==> config.mk <==
export PLATFORM = sky130hd
export DESIGN_NAME = adder_bist_analyzer
export DESIGN_NICKNAME = d
export VERILOG_FILES = /design/src/rtl/adder_bist_pkg.sv /design/src/rtl/adder_bist_delay_line.sv /design/src/rtl/adder_bist_analyzer.sv
export SDC_FILE = /design/constraint.sdc
export NUM_CORES = 1
export LEC_CHECK = 0
export CORE_UTILIZATION = 53
export DETAILED_ROUTE_END_ITERATION = 12
export GPL_TIMING_DRIVEN = 0
export PLACE_DENSITY = 0.81
export SYNTH_ARGS = -nofsm -noshare
export SYNTH_HDL_FRONTEND = slang
export SYNTH_SLANG_ARGS = --single-unit
==> constraint.sdc <==
create_clock -name clk -period 4.69 [get_ports clk]
set_input_delay 1.1725 -clock clk [delete_from_list [all_inputs] [get_ports clk]]
set_output_delay 1.1725 -clock clk [all_outputs]
set_load 0.03 [all_outputs]
==> src/rtl/adder_bist_pkg.sv <==
// Shared types and helpers for the adder BIST sweeper/analyzer.
package adder_bist_pkg;

  typedef enum logic [1:0] {IDLE, RUN, DRAIN, DONE} state_t;

  function automatic int vec_width(int w);
    return 2 * w + 1;
  endfunction

  function automatic int cnt_width(int w);
    return vec_width(w) + 1;
  endfunction

  function automatic int ed_width(int w);
    return w + 1;
  endfunction

  function automatic int acc_width(int w);
    return vec_width(w) + ed_width(w);
  endfunction

  // Error distance between exact and observed sums, evaluated signed.
  function automatic int unsigned abs_diff(int unsigned x, int unsigned y);
    int d;
    d = int'(x) - int'(y);
    return (d < 0) ? int'(-d) : d;
  endfunction

endpackage

==> src/rtl/adder_bist_delay_line.sv <==
// Aligns {valid, exact} with a LATENCY-deep DUT pipeline; wire-through when LATENCY is 0.
module adder_bist_delay_line #(
  parameter int LATENCY = 0,
  parameter int W       = 5
) (
  input  logic         clk,
  input  logic         rst,
  input  logic         in_vld,
  input  logic [W-1:0] in_data,
  output logic         out_vld,
  output logic [W-1:0] out_data,
  output logic         pending
);

  generate
    if (LATENCY == 0) begin : g_pass
      logic unused_clk_rst;
      assign unused_clk_rst = clk ^ rst;
      assign out_vld  = in_vld;
      assign out_data = in_data;
      assign pending  = 1'b0;
    end else begin : g_pipe
      logic [LATENCY:1]        vld_pipe;
      logic [LATENCY:1][W-1:0] data_pipe;

      always_ff @(posedge clk) begin
        if (rst) begin
          vld_pipe  <= '0;
          data_pipe <= '0;
        end else begin
          vld_pipe[1]  <= in_vld;
          data_pipe[1] <= in_data;
          for (int i = LATENCY; i > 1; i--) begin
            vld_pipe[i]  <= vld_pipe[i-1];
            data_pipe[i] <= data_pipe[i-1];
          end
        end
      end

      assign out_vld  = vld_pipe[LATENCY];
      assign out_data = data_pipe[LATENCY];
      assign pending  = |vld_pipe;
    end
  endgenerate

endmodule

==> src/rtl/adder_bist_analyzer.sv <==
// Exhaustive {a,b,cin} sweeper for an adder under study; accumulates error-distance metrics.
module adder_bist_analyzer
  import adder_bist_pkg::*;
#(
  parameter int WIDTH   = 4,
  parameter int LATENCY = 0
) (
  input  logic                         clk,
  input  logic                         rst,
  input  logic                         start,
  output logic [WIDTH-1:0]             dut_a,
  output logic [WIDTH-1:0]             dut_b,
  output logic                         dut_cin,
  input  logic [WIDTH-1:0]             dut_sum,
  input  logic                         dut_cout,
  output logic                         busy,
  output logic                         done,
  output logic [cnt_width(WIDTH)-1:0]  err_count,
  output logic [ed_width(WIDTH)-1:0]   max_ed,
  output logic [acc_width(WIDTH)-1:0]  sum_ed
);

  localparam int VEC_W = vec_width(WIDTH);
  localparam int CNT_W = cnt_width(WIDTH);
  localparam int ED_W  = ed_width(WIDTH);
  localparam int ACC_W = acc_width(WIDTH);

  state_t            state, state_nx;
  logic [VEC_W-1:0]  idx;
  logic              vld_q;
  logic [ED_W-1:0]   exact_q;
  logic              cmp_vld, pending;
  logic [ED_W-1:0]   cmp_exact, approx, ed, exact_nx;
  logic              launch;

  assign launch   = (state == IDLE || state == DONE) && start;
  assign exact_nx = ED_W'(idx[VEC_W-1 -: WIDTH]) + ED_W'(idx[WIDTH:1]) + ED_W'(idx[0]);
  assign approx   = {dut_cout, dut_sum};
  assign ed       = ED_W'(abs_diff(32'(cmp_exact), 32'(approx)));
  assign busy     = (state == RUN) || (state == DRAIN);

  always_comb begin
    state_nx = state;
    case (state)
      IDLE, DONE: if (start) state_nx = RUN;
      RUN:        if (&idx) state_nx = DRAIN;
      // Leave only once every issued vector has been compared.
      DRAIN:      if (!vld_q && !pending) state_nx = DONE;
      default:    state_nx = IDLE;
    endcase
  end

  always_ff @(posedge clk) begin
    if (rst) state <= IDLE;
    else     state <= state_nx;
  end

  always_ff @(posedge clk) begin
    if (rst) begin
      idx       <= '0;
      vld_q     <= 1'b0;
      exact_q   <= '0;
      dut_a     <= '0;
      dut_b     <= '0;
      dut_cin   <= 1'b0;
      done      <= 1'b0;
      err_count <= '0;
      max_ed    <= '0;
      sum_ed    <= '0;
    end else begin
      done    <= (state == DRAIN) && (state_nx == DONE);
      vld_q   <= (state == RUN);
      exact_q <= exact_nx;
      if (state == RUN) begin
        dut_a   <= idx[VEC_W-1 -: WIDTH];
        dut_b   <= idx[WIDTH:1];
        dut_cin <= idx[0];
        idx     <= idx + 1'b1;
      end else begin
        dut_a   <= '0;
        dut_b   <= '0;
        dut_cin <= 1'b0;
        if (launch) idx <= '0;
      end
      if (launch) begin
        err_count <= '0;
        max_ed    <= '0;
        sum_ed    <= '0;
      end else if (cmp_vld) begin
        err_count <= err_count + CNT_W'(ed != '0);
        sum_ed    <= sum_ed + ACC_W'(ed);
        if (ed > max_ed) max_ed <= ed;
      end
    end
  end

  adder_bist_delay_line #(.LATENCY(LATENCY), .W(ED_W)) u_delay (
    .clk      (clk),
    .rst      (rst),
    .in_vld   (vld_q),
    .in_data  (exact_q),
    .out_vld  (cmp_vld),
    .out_data (cmp_exact),
    .pending  (pending)
  );

endmodule

==> summary.md <==
| Metric | Value |
|---|---|
| Gr usage total | `between 20% and 30%` |
| Clk_lat worst skew | `approximately 0.31 ns` |
| Pins Over Slew Limit | `0` |
| Synth Area in Adders | `between 10% and 20%` |
| CTS root buf | `clkbuf_8` |
| FFs w/ async S/R, synth | `0%` |
| Syn_area_per_cell | `between 8 and 9 um2` |
| Number of antenna diodes | `0` |
| CTS tree | `done` |
| Synth top area share | `37.7%` |
| Post-Layout Cell Count | `around 470` |
| Crit Path Max Fanout | `5` |
| Vias per cell | `5.42` |
| Die width | `between 70 and 80 um` |
| Fmax | `roughly 220 MHz` |
| Seq/Total Area, Yosys | `a little under two fifths` |
| Post-synthesis compound-gate area fraction | `between 10% and 20%` |
| Multiplexer area fraction after synthesis | `under 10%` |
| WP data required | `~4.9 ns` |
| Grt ovf | `0` |
| Placer Congestion | `approximately 0.81` |
| Outcome | `complete, no violations` |
| Yosys warns | `0` |
| Cell Area, Placed | `between 3000 and 4000 um2` |
| Rows | `26` |
| Syn Nets | `~380` |
| Mapped cell area | `approximately 3000 um2` |
| CORE AREA | `5270 um2` |
| Global-route wire length before repair | `~10,000 um` |
| Final WL | `approximately 6200 um` |
| CTS Buf Count | `5` |
| Drt pass-1 iters | `4` |
| Slew HR | `roughly 60%` |
| Hold Buf Count CTS | `0` |
| Min-delay worst type | `reg2reg` |
| Endpoints failing setup | `0` |
| Setup crit end kind | `register` |
| Die H | `around 77 um` |
| Leak pwr | `about 1.5 nW` |
| Yosys reg bits | `56` |
| Dominant cells by area after synthesis | `dfxtp_1, ha_1, nor2_1` |
| Area delta synth->final | `23.2%` |
| Design area | `approximately 3700 um2` |
| Residual DRC count | `0` |
| Synth Flop Type | `dfxtp_1` |
| Post-synth top area cell | `dfxtp_1` |
| Pwr Total | `just under 1 mW` |
| Tmin final | `4.48 ns` |
| Commonest non-fill, non-tap cell in the layout | `dfxtp_1` |
| Clock slew seen by the registers of the worst setup and hold paths | `~0.10 ns` |
| Vias in the first global route | `2,367` |
| Post-DRT Antenna Nets | `0` |
| Die ar. | `roughly 5900 um2` |
| CTS Sinks | `56` |
| Max Clock Skew | `0.00428 ns` |
| Port Buffer Count | `46` |
| Synth Instances | `around 340` |
| Routed len/inst | `13.4 um` |
| Final hold slack | `about 0.49 ns` |
| Pwr dens | `between 200 and 300 nW/um2` |
| Starting density of the core | `a little under three fifths` |
| Final period util | `a little over nine tenths` |
| Highest ir drop seen on vdd | `around 210 uV` |
| Longest Clk Path Bufs | `2` |
| Final Hold Fails | `0` |
| Dpl hpwl | `around 4600 um` |
| Startpoint Class | `input pin` |
| Critical path type | `in2reg` |
| Layout cells sized above 1 | `5.29%` |
| CP Data Arrival Time | `4.67 ns` |
| # fillers | `430` |
| Nets@finish | `~430` |
| Antenna violations before repair | `0` |
| Post-synthesis simple-gate area fraction | `a little under a fifth` |
| Maxcap violations | `0` |
| Ports | `48` |
| Reg area | `1120 um2` |
| Largest family of logic cells by synthesized area | `simple AND/OR/NAND/NOR gates` |
| Final core utilization | `69.5%` |
| Commonest cells after routing, fill and taps aside | `dfxtp_1, clkdlybuf4s50_1, nor2_1` |
| Initial drt markers | `about 160` |
| Pin count of the biggest net entering global routing | `18` |
| Worst-Margin Slew | `between 0.6 and 0.7 ns` |
| H-tree depth | `2` |
| Placed Cells incl. Taps | `457` |
| Post-Synth XOR/XNOR Area | `7.36%` |
| Post-synth EDFFs | `0` |
| Multi-input gate area | `~1700 um2` |
| Via count | `roughly 2,500` |
| Post-synth cell types | `49` |
critical path, cell delays in order:
cell	delay (ns)
clkdlybuf4s50_1	0.49
ha_1	0.15
inv_1	0.05
fa_1	0.49
inv_1	0.07
ha_1	0.20
nor2_1	0.15
a21oi_1	0.10
a211oi_2	0.31
inv_1	0.12
ha_1	0.34
a21oi_1	0.11
o21bai_1	0.20
a21oi_2	0.13
nor4b_1	0.38
xnor2_1	0.16
nor2_1	0.05
flip-flops by register name, summed over array words and instances (netlist names):
name / count
sum_ed: 14
err_count: 10
idx: 9
exact_q: 5
max_ed: 5
dut_a: 4
dut_b: 4
state: 2
done: 1
dut_cin: 1
vld_q: 1
final timing paths:
| kind | from | endpoint | slack, ns | cells after the start |
|---|---|---|---|---|
| min | max_ed[3] | max_ed[3] | 0.49 | 2 |
| min reg2reg | max_ed[3] | max_ed[3] | 0.49 | 2 |
| max | dut_sum[0] | sum_ed[13] | 0.21 | 17 |
| max reg2reg | exact_q[0] | sum_ed[13] | 1.21 | 17 |
per-layer routing:
metal | vias up | global-route usage, % | part of all wire, %
met5 | - | 0 | 0
met4 | 0 | 6.15 | 0.85
met3 | 7 | 3.69 | 3.9
met2 | 56 | 39.6 | 50
met1 | 1195 | 26.2 | 45
li1 | 1274 | - | -
cells by family after synthesis:
kind of cell               Yosys count
and+or+nand+nor                    117
muxes                               11
xor gates and xnor gates            25
adders and majority gates           29
AOI/OAI and AO/OA                   65
DFF                                 56
buffers and inverters               38
synth_stat cells (all sizes together), types with 5 or more instances:
library cell,number
clkbuf,7
nand2,32
and3,8
xnor2,16
nor2,39
nand3,5
inv,28
a21o,5
xor2,9
ha,25
and2,7
mux2i,10
o21ai,10
dfxtp,56
a21oi,26
or3,7
report_power, final:
part | total (mW) | internal [mW] | switching, mW
clock | 0.320 | 0.162 | 0.158
combinational | 0.171 | 0.0711 | 0.0996
sequential | 0.489 | 0.482 | 0.00658
final cells by class:
type                    instances  area share [%]
well taps                      70            2.39
clock buffers                   6            1.98
inverters                      28            2.87
flip-flops and latches         56            30.6
multi-input cells             247            46.9
repair buffers                 48            13.0
plain buffers                  10            1.26
clock inverters                 2            1.06
timing repair:
item | CTS | global route
resized for setup | 0 | 3
buffers inserted | 0 | 2
setup endpoints to repair | 0 | 9
per-stage QoR:
| step | TNS (ns) | setup WS, ns |
|---|---|---|
| after global routing | -0.00106 | -0.00106 |
| after detailed placement | -1.81 | -0.222 |
| final | 0 | 0.209 |
| after floorplan | 0 | 0.664 |
| after CTS | 0 | 0.0899 |
| after global placement | -1.14 | -0.187 |
Note: power is estimated with default switching activity, not from simulation.
